## src/rtl/iter_mult_unit.sv

```systemverilog
// Iterative radix-2 shift-add multiplier, one partial product per cycle.
// Stalls the pipeline from request through the final step; pulses done once.
module iter_mult_unit #(
  parameter int width = 32
) (
  input  logic                 clk,
  input  logic                 reset,
  input  logic                 multBegin,
  input  logic                 isSigned,
  input  logic [width-1:0]     multSrc1,
  input  logic [width-1:0]     multSrc2,
  output logic                 multStall,
  output logic [2*width-1:0]   multOut,
  output logic                 multDone
);

  localparam int CW = (width > 1) ? $clog2(width) : 1;
  localparam logic [CW-1:0] LAST = CW'(width - 1);

  typedef enum logic [1:0] {IDLE, BUSY, DONE} state_t;

  state_t state, next_state;

  logic [2*width-1:0] mcand;
  logic [width-1:0]   mplier;
  logic [2*width-1:0] acc;
  logic [CW-1:0]      cnt;
  logic               neg;

  logic               a_neg, b_neg;
  logic [width-1:0]   a_mag, b_mag;
  logic [2*width-1:0] step_sum;
  logic [2*width-1:0] prod;

  // Most-negative input negates to itself, read back as an unsigned magnitude.
  assign a_neg    = isSigned & multSrc1[width-1];
  assign b_neg    = isSigned & multSrc2[width-1];
  assign a_mag    = a_neg ? (~multSrc1 + 1'b1) : multSrc1;
  assign b_mag    = b_neg ? (~multSrc2 + 1'b1) : multSrc2;
  assign step_sum = acc + (mplier[0] ? mcand : '0);
  assign prod     = neg ? (~step_sum + 1'b1) : step_sum;

  always_ff @(posedge clk) begin
    if (reset) state <= IDLE;
    else       state <= next_state;
  end

  always_comb begin
    next_state = state;
    unique case (state)
      IDLE: if (multBegin) next_state = BUSY;
      BUSY: if (cnt == LAST) next_state = DONE;
      DONE: next_state = IDLE;
      default: next_state = IDLE;
    endcase
  end

  always_comb begin
    multStall = 1'b0;
    multDone  = 1'b0;
    if (!reset) begin
      multStall = ((state == IDLE) && multBegin) || (state == BUSY);
    end
    multDone = (state == DONE);
  end

  always_ff @(posedge clk) begin
    if (reset) begin
      mcand   <= '0;
      mplier  <= '0;
      acc     <= '0;
      cnt     <= '0;
      neg     <= 1'b0;
      multOut <= '0;
    end else begin
      unique case (state)
        IDLE: begin
          if (multBegin) begin
            mcand  <= {{width{1'b0}}, a_mag};
            mplier <= b_mag;
            acc    <= '0;
            cnt    <= '0;
            neg    <= a_neg ^ b_neg;
          end
        end
        BUSY: begin
          acc    <= step_sum;
          mcand  <= mcand << 1;
          mplier <= mplier >> 1;
          cnt    <= cnt + 1'b1;
          if (cnt == LAST) multOut <= prod;
        end
        default: ;
      endcase
    end
  end

endmodule

```

## config.mk

```make
export PLATFORM = sky130hd
export DESIGN_NAME = iter_mult_unit
export DESIGN_NICKNAME = d
export VERILOG_FILES = /design/src/rtl/iter_mult_unit.sv
export SDC_FILE = /design/constraint.sdc
export NUM_CORES = 1
export LEC_CHECK = 0
export CORE_UTILIZATION = 25
export DETAILED_ROUTE_END_ITERATION = 16
export PLACE_DENSITY = 0.4
export SYNTH_ARGS = -nofsm -noshare
export SYNTH_HDL_FRONTEND = slang
export SYNTH_SLANG_ARGS = --single-unit
```

## constraint.sdc

```tcl
create_clock -name clk -period 12.9 [get_ports clk]
set_input_delay 2.58 -clock clk [delete_from_list [all_inputs] [get_ports clk]]
set_output_delay 2.58 -clock clk [all_outputs]
set_load 0.02 [all_outputs]
```

==> impl_summary.txt, run 1 <==
----------------------------------------------------
[Route]
  Via Count ... 17000
  Detailed Route Iter0 Violations ... 1051
  Per-cell via count in the routed design ... 5.33
  Routed length per placed instance ... 19.6 µm
  WL final ... 62500 µm
  Count of unresolved DRC violations after routing ... 1
  Total iterations of the first detailed-routing run ... 13
  ANT nets after route ... 0

[Synthesis]
  Unique cell type count in the Yosys netlist ... 99
  Area share of the largest cell type after synthesis ... 27.7%
  Cell types occupying the most area after synthesis ... dfxtp_1 28%, a21oi_1 7.7%, nand2_1 6.7%
  Synthesized netlist cell count ... 2272
  Mapped cell area ... 16800 µm²
  Commonest cells post-synth ... 298 x nand2_1, 257 x a21oi_1, 232 x dfxtp_1
  Synthesized net count ... 2409
  Most frequent cell after synthesis ... nand2_1
  Sequential element share of the synthesized area ... 27.7%
  Mean area per synthesized cell ... 7.38 µm²
  Yosys top cell by area ... dfxtp_1
  Share of flip-flops with an asynchronous set or reset after synthesis ... 0%
  Number of synthesized flops with an enable pin ... 0
  Most frequently used flop master after synthesis ... dfxtp_1
  Synth Warn # ... 0
  Flip-flop and latch count after synthesis ... 232

[Placement]
  Number of port buffers ... 133
  Placed cells ... 3134
  Placed standard-cell area ... 18800 µm²
  Dpl hpwl ... 47500 µm
  Placer congestion estimate ... 0.920

[Global routing]
  Overall overflow remaining after global route ... 0
  Pin count of the biggest net entering global routing ... 168
  Vias in the first global route ... 16400
  Gr busiest metal ... met2
  Met3 usage in global routing ... 2.30%
  Met1 GRT Util ... 26.9%
  Global-route wire length before repair ... 97000 µm
  Total routing resource utilization after global routing ... 18.0%
  Number of antenna violations at the first check in global routing ... 2
  Met2 Track Usage GR ... 27.4%

[Final layout]
  Core utilization of the finished layout ... 29.9%
  Post-route cell area ... 19800 µm²
  Non-Filler Instances ... 3187
  Final layout net count ... 2438
  Synthesis-to-finish area growth ... 17.8%
  Share of layout cells above drive strength 1 ... 5.77%

[Floorplanning]
  Die X-Extent ... 261 µm
  Initial core utilization ... 25.4%
  Placeable Area ... 66100 µm²
  Number of core rows ... 94
  Io pins ... 134
  Die area ... 68100 µm²
  Die height ... 261 µm

[Timing]
  Final Critical Period ... 7.22 ns
  Period utilisation layout ... 55.9%
  Max-slew headroom at the worst pin ... 24.6%
  Highest clock rate ... 0.139 GHz
  Accumulated negative setup slack ... 0 ns
  Number of endpoints failing setup at the final stage ... 0
  Final hold vios ... 0
  Tightest Pin Transition ... 1.13 ns
  Max-slew violations ... 0
  Unrepaired setup endpoints after global routing ... false
  Final worst clock skew ... 0.0103 ns

[Clocking]
  Clock-pin slew reported for the worst setup and hold paths after clock tree synthesis ... 0.06 ns
  Cts repair resizes ... 0
  Clock buffer count from CTS ... 29
  CTS tree ... yes
  Largest buffer count on any clock path ... 3
  Root Driver ... clkbuf_16
  Worst-Skew Late Latency ... 0.57 ns
  Hold buffer count at cts ... 0
  H-tree levels ... 1
  Post-CTS setup-driven buffer insertion count ... 0
  CTS sink cnt ... 232

[Worst setup path]
  Delay of the slowest cell on the worst path ... 0.63 ns
  Endpoint arrival time on the critical path ... 4.64 ns
  Worst Setup Path Type ... in -> out
  Buf+Inv Stages, Crit Path ... 3
  Peak fanout along the critical path ... 62
  Worst-path cell chain ... clkdlybuf4s50_1 > and2_2 > buf_4 > nor2_4 > nor2_1 > clkdlybuf4s50_1
  Number of cells on the critical path ... 6
  Worst reg2reg setup slack ... 7.34 ns
  Required time of the critical path ... 10.32 ns
  Library cell appearing most often on the critical path ... clkdlybuf4s50_1
  Launching point of the worst reg2reg path ... mplier[0]
  Worst path slowest cell ... clkdlybuf4s50_1
  Register-to-Register Path Depth ... 17
  Worst flop-to-flop path endpoint ... multOut[60]
  Worst setup SP type ... input port
  Family with the most delay on the worst path ... buffers and inverters
  Nature of the critical path endpoint ... primary output

[Pwr]
  Sw Share ... 28.0%
  Power per unit of standard cell area ... 94.5 nW/µm²
  Part of the total power dissipated in sequential elements ... 40.2%
  Switching Power ... 523 µW
  Static leakage power ... 0.00698 µW
  Internal power summed over all cells ... 1340 µW
  Share of power burned in the clock network ... 46.3%
  Maximum vdd drop ... 61.9 µV
  Fraction of power consumed by combinational cells ... 13.5%

[Worst hold path]
  Number of instances on the worst hold path ... 2
  Worst min-delay path class ... reg -> reg
  Terminating pin of the worst hold path ... multOut[60]
  Critical hold path startpoint ... multOut[60]

[Status]
  Status ... finished, violations left
  Violated checks ... DRC

[Job]
  Max-cap check violation count ... 0

----------------------------------------------------
[placed cells by master (no fill, tap or decap), types with 8 or more instances in the layout]
cell and n:
a211oi_1 53, a21o_1 32, a21oi_1 257, a22oi_1 65
a311oi_1 8, a31oi_1 16, and2_1 78, and3_1 16
buf_4 19, clkbuf_16 29, clkdlybuf4s50_1 132, clkinv_2 11
dfxtp_1 231, ha_1 68, inv_1 20, nand2_1 297
nand2b_1 15, nand3_1 112, nand4_1 44, nor2_1 200
nor3_1 51, nor4_1 22, o211ai_1 15, o21a_1 21
o21ai_0 105, o21ai_1 13, o31ai_1 22, or2_2 14
or3_1 22, or4_1 12, xnor2_1 74, xor2_1 76
[cell type report]
cell class	count	area [µm²]
well taps	864	1080
fillers	7216	46300
inverters	20	75.1
multi-input cells	1865	11500
repair buffers	153	1500
clock buffers	35	768
diodes	1	2.50
clock inverters	17	214
flip-flops and latches	232	4650
[power by group through the flow]
| stage | registers (µW) | clock network, µW | logic [µW] |
|---|---|---|---|
| after floorplan | 758 | 0 | 169 |
| after global placement | 765 | 0 | 254 |
| after detailed placement | 765 | 0 | 256 |
| after CTS | 749 | 899 | 256 |
| after global routing | 751 | 920 | 279 |
| final | 749 | 864 | 253 |
[registers in the layout, indices dropped and copies added, names as in the netlist]
signal	flops
acc	64
mcand	64
multOut	64
mplier	32
cnt	5
state	2
neg	1
[worst max path at each step]
stage	from	endpoint	slack, ns
final	multBegin	multStall	5.68
after floorplan	multBegin	multStall	6.72
after global routing	multBegin	multStall	5.52
after detailed placement	multBegin	multStall	5.61
after global placement	multBegin	multStall	5.61
after CTS	multBegin	multStall	5.60
[kinds of logic (layout without fill, tap and decap cells)]
| kind of cell | Yosys count | count (layout) | synth area share, % |
|---|---|---|---|
| simple gates | 918 | 918 | 26.3 |
| compound gates | 722 | 722 | 28.5 |
| flops | 232 | 232 | 27.7 |
| buf+inv | 175 | 225 | 4.13 |
| xor+xnor | 151 | 151 | 7.93 |
| fa+ha+maj | 69 | 69 | 5.19 |
| mux | 5 | 5 | 0.298 |
| other cells | 0 | 1 | 0 |
[metrics by stage]
stage               power (µW)  setup slack, ns  hold WS, ns
floorplan                  927             6.72        0.432
global placement          1020             5.61        0.447
detailed placement        1020             5.61        0.449
CTS                       1900             5.60        0.458
global route              1950             5.52        0.481
finish                    1870             5.68        0.452
[worst min-delay path, cell delays in order, from the launching register on]
cell	delay, ns
dfxtp_1	0.31
nand2_1	0.05
o21ai_1	0.05
[layer usage]
metal / part of all wire [%] / up-vias
li1: - / 8367
met1: 51 / 8124
met2: 42 / 447
met3: 5.6 / 61
met4: 1.7 / 0
met5: 0 / -
Note: power is estimated with default switching activity, not from simulation.
==> inputs of run 2 (changes only) <==
==> constraint.sdc (replaced) <==
create_clock -name clk -period 7 [get_ports clk]
set_input_delay 1.4 -clock clk [delete_from_list [all_inputs] [get_ports clk]]
set_output_delay 1.4 -clock clk [all_outputs]
set_load 0.02 [all_outputs]
==> impl_summary.txt, run 2 (synthesis results as in run 1) <==
----------------------------------------------------
[Route]
  WL final ... 62400 µm (-0.16%)
  Count of unresolved DRC violations after routing ... 4 (+3)
  Per-cell via count in the routed design ... 5.31 (-0.41%)
  Via Count ... 16900 (-0.56%)
  Routed length per placed instance ... 19.6 µm (about the same)
  ANT nets after route ... 0 (unchanged)
  Total iterations of the first detailed-routing run ... 13 (unchanged)
  Detailed Route Iter0 Violations ... 1148 (+9.2%)

[Floorplanning]
  Die X-Extent ... 261 µm (unchanged)
  Placeable Area ... 66100 µm² (unchanged)
  Die height ... 261 µm (unchanged)
  Initial core utilization ... 25.4% (unchanged)
  Io pins ... 134 (unchanged)
  Die area ... 68100 µm² (unchanged)
  Number of core rows ... 94 (unchanged)

[Placement]
  Worst setup timing slack at the placement stage ... 1.59 ns (-4.01 ns)
  Placer congestion estimate ... 0.886 (-3.7%)
  Placed cells ... 3131 (-0.096%)
  Number of port buffers ... 133 (unchanged)
  Dpl hpwl ... 48000 µm (+1.1%)

[Final layout]
  Share of layout cells above drive strength 1 ... 5.57% (-0.21 points)
  Largest registers in the final layout ... acc (64), mcand (64), multOut (64)
  Final layout net count ... 2435 (-0.12%)
  Commonest cells after routing, fill and taps aside ... 297 x nand2_1, 257 x a21oi_1, 231 x dfxtp_1
  Commonest non-fill, non-tap cell in the layout ... nand2_1
  Non-Filler Instances ... 3182 (-0.16%)
  Final-layout fill cell count ... 7184 (-0.44%)
  Synthesis-to-finish area growth ... 17.1%
  Number of diodes added for antenna fixing ... 0 (-1)
  Core utilization of the finished layout ... 29.7% (-0.17 points)

[Pwr]
  Share of power burned in the clock network ... 43.9% (-2.4 points)
  Static leakage power ... 0.00690 µW (-1.0%)
  Part of the total power dissipated in sequential elements ... 42.0% (+1.8 points)
  Maximum vdd drop ... 143 µV (+130%)
  Fraction of power consumed by combinational cells ... 14.1% (+0.6 points)
  Power per unit of standard cell area ... 167 nW/µm² (+77%)
  Internal power summed over all cells ... 2350 µW (+75%)
  Sw Share ... 28.4% (+0.35 points)
  Switching Power ... 933 µW (+78%)

[Job]
  Max-cap check violation count ... 0 (unchanged)

[Timing]
  Max-slew headroom at the worst pin ... 21.3% (-3.3 points)
  Period utilisation layout ... 77.9%
  Tightest Pin Transition ... 1.17 ns (+0.0457 ns)
  Worst Setup Slack, final ... 1.55 ns (-4.14 ns)
  Final hold vios ... 0 (unchanged)
  Final worst clock skew ... 0.0196 ns (+0.00927 ns)
  Accumulated negative setup slack ... 0 ns (unchanged)
  Unrepaired setup endpoints after global routing ... false
  Number of endpoints failing setup at the final stage ... 0 (unchanged)
  Highest clock rate ... 0.183 GHz
  Max-slew violations ... 0 (unchanged)
  Worst Hold Margin ... 0.448 ns (-0.00446 ns)
  Final Critical Period ... 5.45 ns

[Worst setup path]
  Worst setup SP type ... flip-flop
  Peak fanout along the critical path ... 49 (-21%)
  Worst reg2reg setup slack ... 1.55 ns (-5.79 ns)
  Nature of the critical path endpoint ... flip-flop
  Family with the most delay on the worst path ... simple AND/OR/NAND/NOR gates
  Register-to-Register Path Depth ... 15 (-2)
  Required time of the critical path ... 7.45 ns (-2.87 ns)
  Worst flop-to-flop path endpoint ... multOut[43]
  Endpoint arrival time on the critical path ... 5.90 ns (+1.26 ns)
  Launching point of the worst reg2reg path ... mplier[0]
  Worst path slowest cell ... or4_1
  Worst-path cell chain ... buf_4 > and2_1 > ha_1 > a21oi_1 > o21ai_1 > a221oi_2 > o21ai_0 > a21oi_1 > xnor2_1 > or4_1 > nor3_1 > nand4_1 > or4_1 > mux2i_1 > a221o_1
  Worst Setup Path Type ... reg -> reg
  Buf+Inv Stages, Crit Path ... 1 (-2)
  Delay of the slowest cell on the worst path ... 0.68 ns (+0.05 ns)

[Global routing]
  Global-route wire length before repair ... 95800 µm (-1.2%)
  Vias in the first global route ... 15800 (-4.0%)
  Total routing resource utilization after global routing ... 17.9% (-0.15 points)
  Overall overflow remaining after global route ... 0 (unchanged)
  Number of antenna violations at the first check in global routing ... 0 (-2)
  Pin count of the biggest net entering global routing ... 93 (-45%)

[Clocking]
  Post-CTS setup-driven buffer insertion count ... 0 (unchanged)
  Root Driver ... clkbuf_16
  Cts repair resizes ... 0 (unchanged)
  H-tree levels ... 1 (unchanged)
  CTS sink cnt ... 232 (unchanged)
  Worst-Skew Late Latency ... 0.57 ns (about the same)
  Clock buffer count from CTS ... 29 (unchanged)
  Hold buffer count at cts ... 0 (unchanged)
  Clock-pin slew reported for the worst setup and hold paths after clock tree synthesis ... 0.06 ns (about the same)
  Largest buffer count on any clock path ... 3 (unchanged)
  CTS tree ... yes

[Worst hold path]
  Critical hold path startpoint ... multOut[27]
  Worst min-delay path class ... reg -> reg
  Number of instances on the worst hold path ... 2 (unchanged)
  Terminating pin of the worst hold path ... multOut[27]

[Status]
  Violated checks ... DRC
  Status ... finished, violations left

----------------------------------------------------
==> run 2: worst max-delay path by stage <==
stage / from / cells after the start / endpoint / slack (ns)
after floorplan: mplier[0] / 19 / multOut[43] / 2.13
after global placement: mplier[0] / 15 / multOut[58] / 1.76
after detailed placement: mplier[0] / 15 / multOut[43] / 1.59
after CTS: mplier[0] / 15 / multOut[43] / 1.57
after global routing: mplier[0] / 15 / multOut[58] / 1.11
final: mplier[0] / 15 / multOut[43] / 1.55
==> run 2: layout make-up <==
cell class / instances / area [µm²] / share of cell area, %
Clock inverter: 9 / 52.6 / 0.268
Multi-Input combinational cell: 1865 / 11500 / 58.4
Sequential cell: 232 / 4650 / 23.7
Inverter: 20 / 75.1 / 0.382
Tap cell: 864 / 1080 / 5.50
Clock buffer: 42 / 855 / 4.35
Timing Repair Buffer: 150 / 1460 / 7.43
==> run 2: power by group through the flow <==
stage | clock (µW) | sequential [µW] | combinational (µW)
3_5_place_dp | 0 | 1410 | 470
6_report | 1440 | 1380 | 463
3_3_place_gp | 0 | 1410 | 467
2_1_floorplan | 0 | 1400 | 311
4_1_cts | 1510 | 1380 | 471
5_1_grt | 1550 | 1380 | 513
==> run 2: worst min-delay path: cells and delay by family, from the launching register on <==
kind	cells	cell delay [ns]
and+or+nand+nor	1	0.05
DFF	1	0.30
AOI/OAI and AO/OA	1	0.05
==> run 2: metal layers <==
layer,track usage [%],routed length [µm],vias to the layer above
met4,3.63,1030,0
met1,26.7,32100,8069
met5,0,0,-
li1,-,-,8353
met3,2.50,3230,65
met2,27.0,26100,416
==> run 2: per-stage QoR <==
| stage | total power (µW) | cell area [µm²] |
|---|---|---|
| 2_1_floorplan | 1710 | 16800 |
| 3_3_place_gp | 1880 | 18700 |
| 4_1_cts | 3360 | 19600 |
| 3_5_place_dp | 1880 | 18700 |
| 6_report | 3280 | 19600 |
| 5_1_grt | 3440 | 19600 |
==> inputs of run 3 (changes only) <==
==> constraint.sdc (replaced) <==
create_clock -name clk -period 5.7 [get_ports clk]
set_input_delay 1.14 -clock clk [delete_from_list [all_inputs] [get_ports clk]]
set_output_delay 1.14 -clock clk [all_outputs]
set_load 0.02 [all_outputs]
==> impl_summary.txt, run 3 (synthesis results as in run 1) <==
----------------------------------------------------
[Clocking]
  CTS sink cnt ... 232 (unchanged)
  Cts repair resizes ... 0 (unchanged)
  CTS tree ... yes
  Post-CTS setup-driven buffer insertion count ... 0 (unchanged)
  Clock buffer count from CTS ... 30 (+3.4%)
  Worst-Skew Late Latency ... 0.60 ns (+0.03 ns)
  Hold buffer count at cts ... 0 (unchanged)
  H-tree levels ... 1 (unchanged)
  Root Driver ... clkbuf_16
  Largest buffer count on any clock path ... 3 (unchanged)
  Clock-pin slew reported for the worst setup and hold paths after clock tree synthesis ... 0.06 ns (about the same)

[Pwr]
  Share of power burned in the clock network ... 44.7% (+0.8 points)
  Maximum vdd drop ... 176 µV (+23%)
  Part of the total power dissipated in sequential elements ... 41.3% (-0.7 points)
  Power per unit of standard cell area ... 207 nW/µm² (+24%)
  Sw Share ... 28.1% (-0.32 points)
  Static leakage power ... 0.00702 µW (+1.7%)
  Fraction of power consumed by combinational cells ... 14.1% (about the same)
  Internal power summed over all cells ... 2950 µW (+26%)
  Switching Power ... 1150 µW (+24%)

[Worst setup path]
  Nature of the critical path endpoint ... flip-flop
  Endpoint arrival time on the critical path ... 5.82 ns (-0.08 ns)
  Register-to-Register Path Depth ... 15 (unchanged)
  Worst reg2reg setup slack ... 0.32 ns (-1.22 ns)
  Worst Setup Path Type ... reg -> reg
  Worst setup SP type ... flip-flop
  Peak fanout along the critical path ... 24 (-51%)
  Launching point of the worst reg2reg path ... mplier[0]
  Required time of the critical path ... 6.15 ns (-1.30 ns)
  Worst flop-to-flop path endpoint ... multOut[58]

[Placement]
  Number of port buffers ... 133 (unchanged)
  Placed standard-cell area ... 18900 µm² (+0.79%)
  Dpl hpwl ... 48700 µm (+1.4%)
  Worst setup timing slack at the placement stage ... 0.498 ns (-1.09 ns)
  Placer congestion estimate ... 0.926 (+4.5%)
  Placed cells ... 3149 (+0.57%)

[Floorplanning]
  Die area ... 68100 µm² (unchanged)
  Placeable Area ... 66100 µm² (unchanged)
  Die X-Extent ... 261 µm (unchanged)
  Initial core utilization ... 25.4% (unchanged)
  Number of core rows ... 94 (unchanged)
  Io pins ... 134 (unchanged)
  Die height ... 261 µm (unchanged)

[Final layout]
  Core utilization of the finished layout ... 30.0% (+0.28 points)
  Commonest non-fill, non-tap cell in the layout ... nand2_1
  Post-route cell area ... 19800 µm² (+0.94%)
  Share of layout cells above drive strength 1 ... 6.21% (+0.64 points)
  Number of diodes added for antenna fixing ... 0 (unchanged)
  Non-Filler Instances ... 3199 (+0.53%)
  Synthesis-to-finish area growth ... 18.2%
  Commonest cells after routing, fill and taps aside ... 297 x nand2_1, 257 x a21oi_1, 231 x dfxtp_1
  Largest registers in the final layout ... acc (64), mcand (64), multOut (64)
  Final layout net count ... 2454 (+0.78%)

[Global routing]
  Number of antenna violations at the first check in global routing ... 1 (+1)
  Vias in the first global route ... 16100 (+2.2%)
  Pin count of the biggest net entering global routing ... 152 (+63%)
  Global-route wire length before repair ... 97800 µm (+2.0%)
  Total routing resource utilization after global routing ... 18.2% (+0.35 points)
  Overall overflow remaining after global route ... 0 (unchanged)

[Timing]
  Max-slew violations ... 0 (unchanged)
  Final hold vios ... 0 (unchanged)
  Period utilisation layout ... 94.3% (+16 points)
  Max-slew headroom at the worst pin ... 20.8% (-0.46 points)
  Final worst clock skew ... 0.0171 ns (-0.00247 ns)
  Unrepaired setup endpoints after global routing ... false
  Number of endpoints failing setup at the final stage ... 0 (unchanged)
  Accumulated negative setup slack ... 0 ns (unchanged)
  Tightest Pin Transition ... 1.18 ns (+0.0104 ns)
  Worst Setup Slack, final ... 0.324 ns (-1.22 ns)
  Highest clock rate ... 0.186 GHz (+1.4%)
  Final Critical Period ... 5.38 ns (-0.0773 ns)

[Worst hold path]
  Worst min-delay path class ... reg -> reg
  Terminating pin of the worst hold path ... multOut[27]
  Critical hold path startpoint ... multOut[27]
  Number of instances on the worst hold path ... 2 (unchanged)

[Status]
  Violated checks ... DRC
  Status ... finished, violations left

[Route]
  Per-cell via count in the routed design ... 5.35 (+0.63%)
  Total iterations of the first detailed-routing run ... 14 (+1)
  WL final ... 63400 µm (+1.6%)
  Count of unresolved DRC violations after routing ... 2 (-2)
  Detailed Route Iter0 Violations ... 1340 (+17%)
  ANT nets after route ... 0 (unchanged)
  Via Count ... 17100 (+1.2%)
  Routed length per placed instance ... 19.8 µm (+1.1%)

[Job]
  Max-cap check violation count ... 0 (unchanged)

----------------------------------------------------
-- run 3: changes by cell type in the layout (fill, tap and decap cells not counted), sizes merged --
cell | before | now
buf | 18 | 36
clkbuf | 42 | 46
clkinv | 6 | 3
clkinvlp | 3 | 1
-- run 3: worst max path at each step --
stage	slack, ns	end	from
after floorplan	0.83	multOut[43]	mplier[0]
after global placement	0.42	multOut[58]	mplier[0]
after detailed placement	0.50	multOut[58]	mplier[0]
after CTS	0.49	multOut[58]	mplier[0]
after global routing	0.07	multOut[58]	mplier[0]
final	0.32	multOut[58]	mplier[0]
-- run 3: routing by layer --
metal,track usage [%],up-vias,part of all wire (%)
met5,0,-,0.021
met4,3.97,2,1.8
met3,2.58,71,5.9
met2,27.3,476,41
met1,27.3,8171,51
li1,-,8380,-
-- run 3: per-stage QoR --
step	total power, µW	hold slack [ns]
3_5_place_dp	2310	0.446
3_3_place_gp	2310	0.439
2_1_floorplan	2100	0.432
5_1_grt	4300	0.469
6_report	4110	0.448
4_1_cts	4180	0.453
-- run 3: worst max-delay path, stage by stage, from the launching register on --
cell and delay (ns):
dfxtp_1 0.34, buf_4 0.22, and2_1 0.27, ha_1 0.42, a21oi_1 0.38, o21ai_1 0.24
a211o_1 0.37, a211oi_1 0.56, nor2_1 0.14, o31a_1 0.37, nor4_1 0.66, and3_1 0.46
nand4_4 0.23, o31ai_1 0.30, xor2_1 0.19, o21ai_0 0.08
-- run 3: power groups by stage --
stage	sequential (µW)	combinational [µW]	clock, µW
3_5_place_dp	1730	586	0
5_1_grt	1700	641	1960
3_3_place_gp	1730	582	0
2_1_floorplan	1720	382	0
6_report	1690	578	1840
4_1_cts	1690	586	1900
-- run 3: layout make-up --
class | instances | area [µm²]
fill | 7186 | 46300
multi-input combinational | 1865 | 11500
sequential | 232 | 4650
timing repair buffer | 168 | 1610
tap | 864 | 1080
clock buffer | 46 | 922
inverter | 20 | 75.1
clock inverter | 4 | 22.5
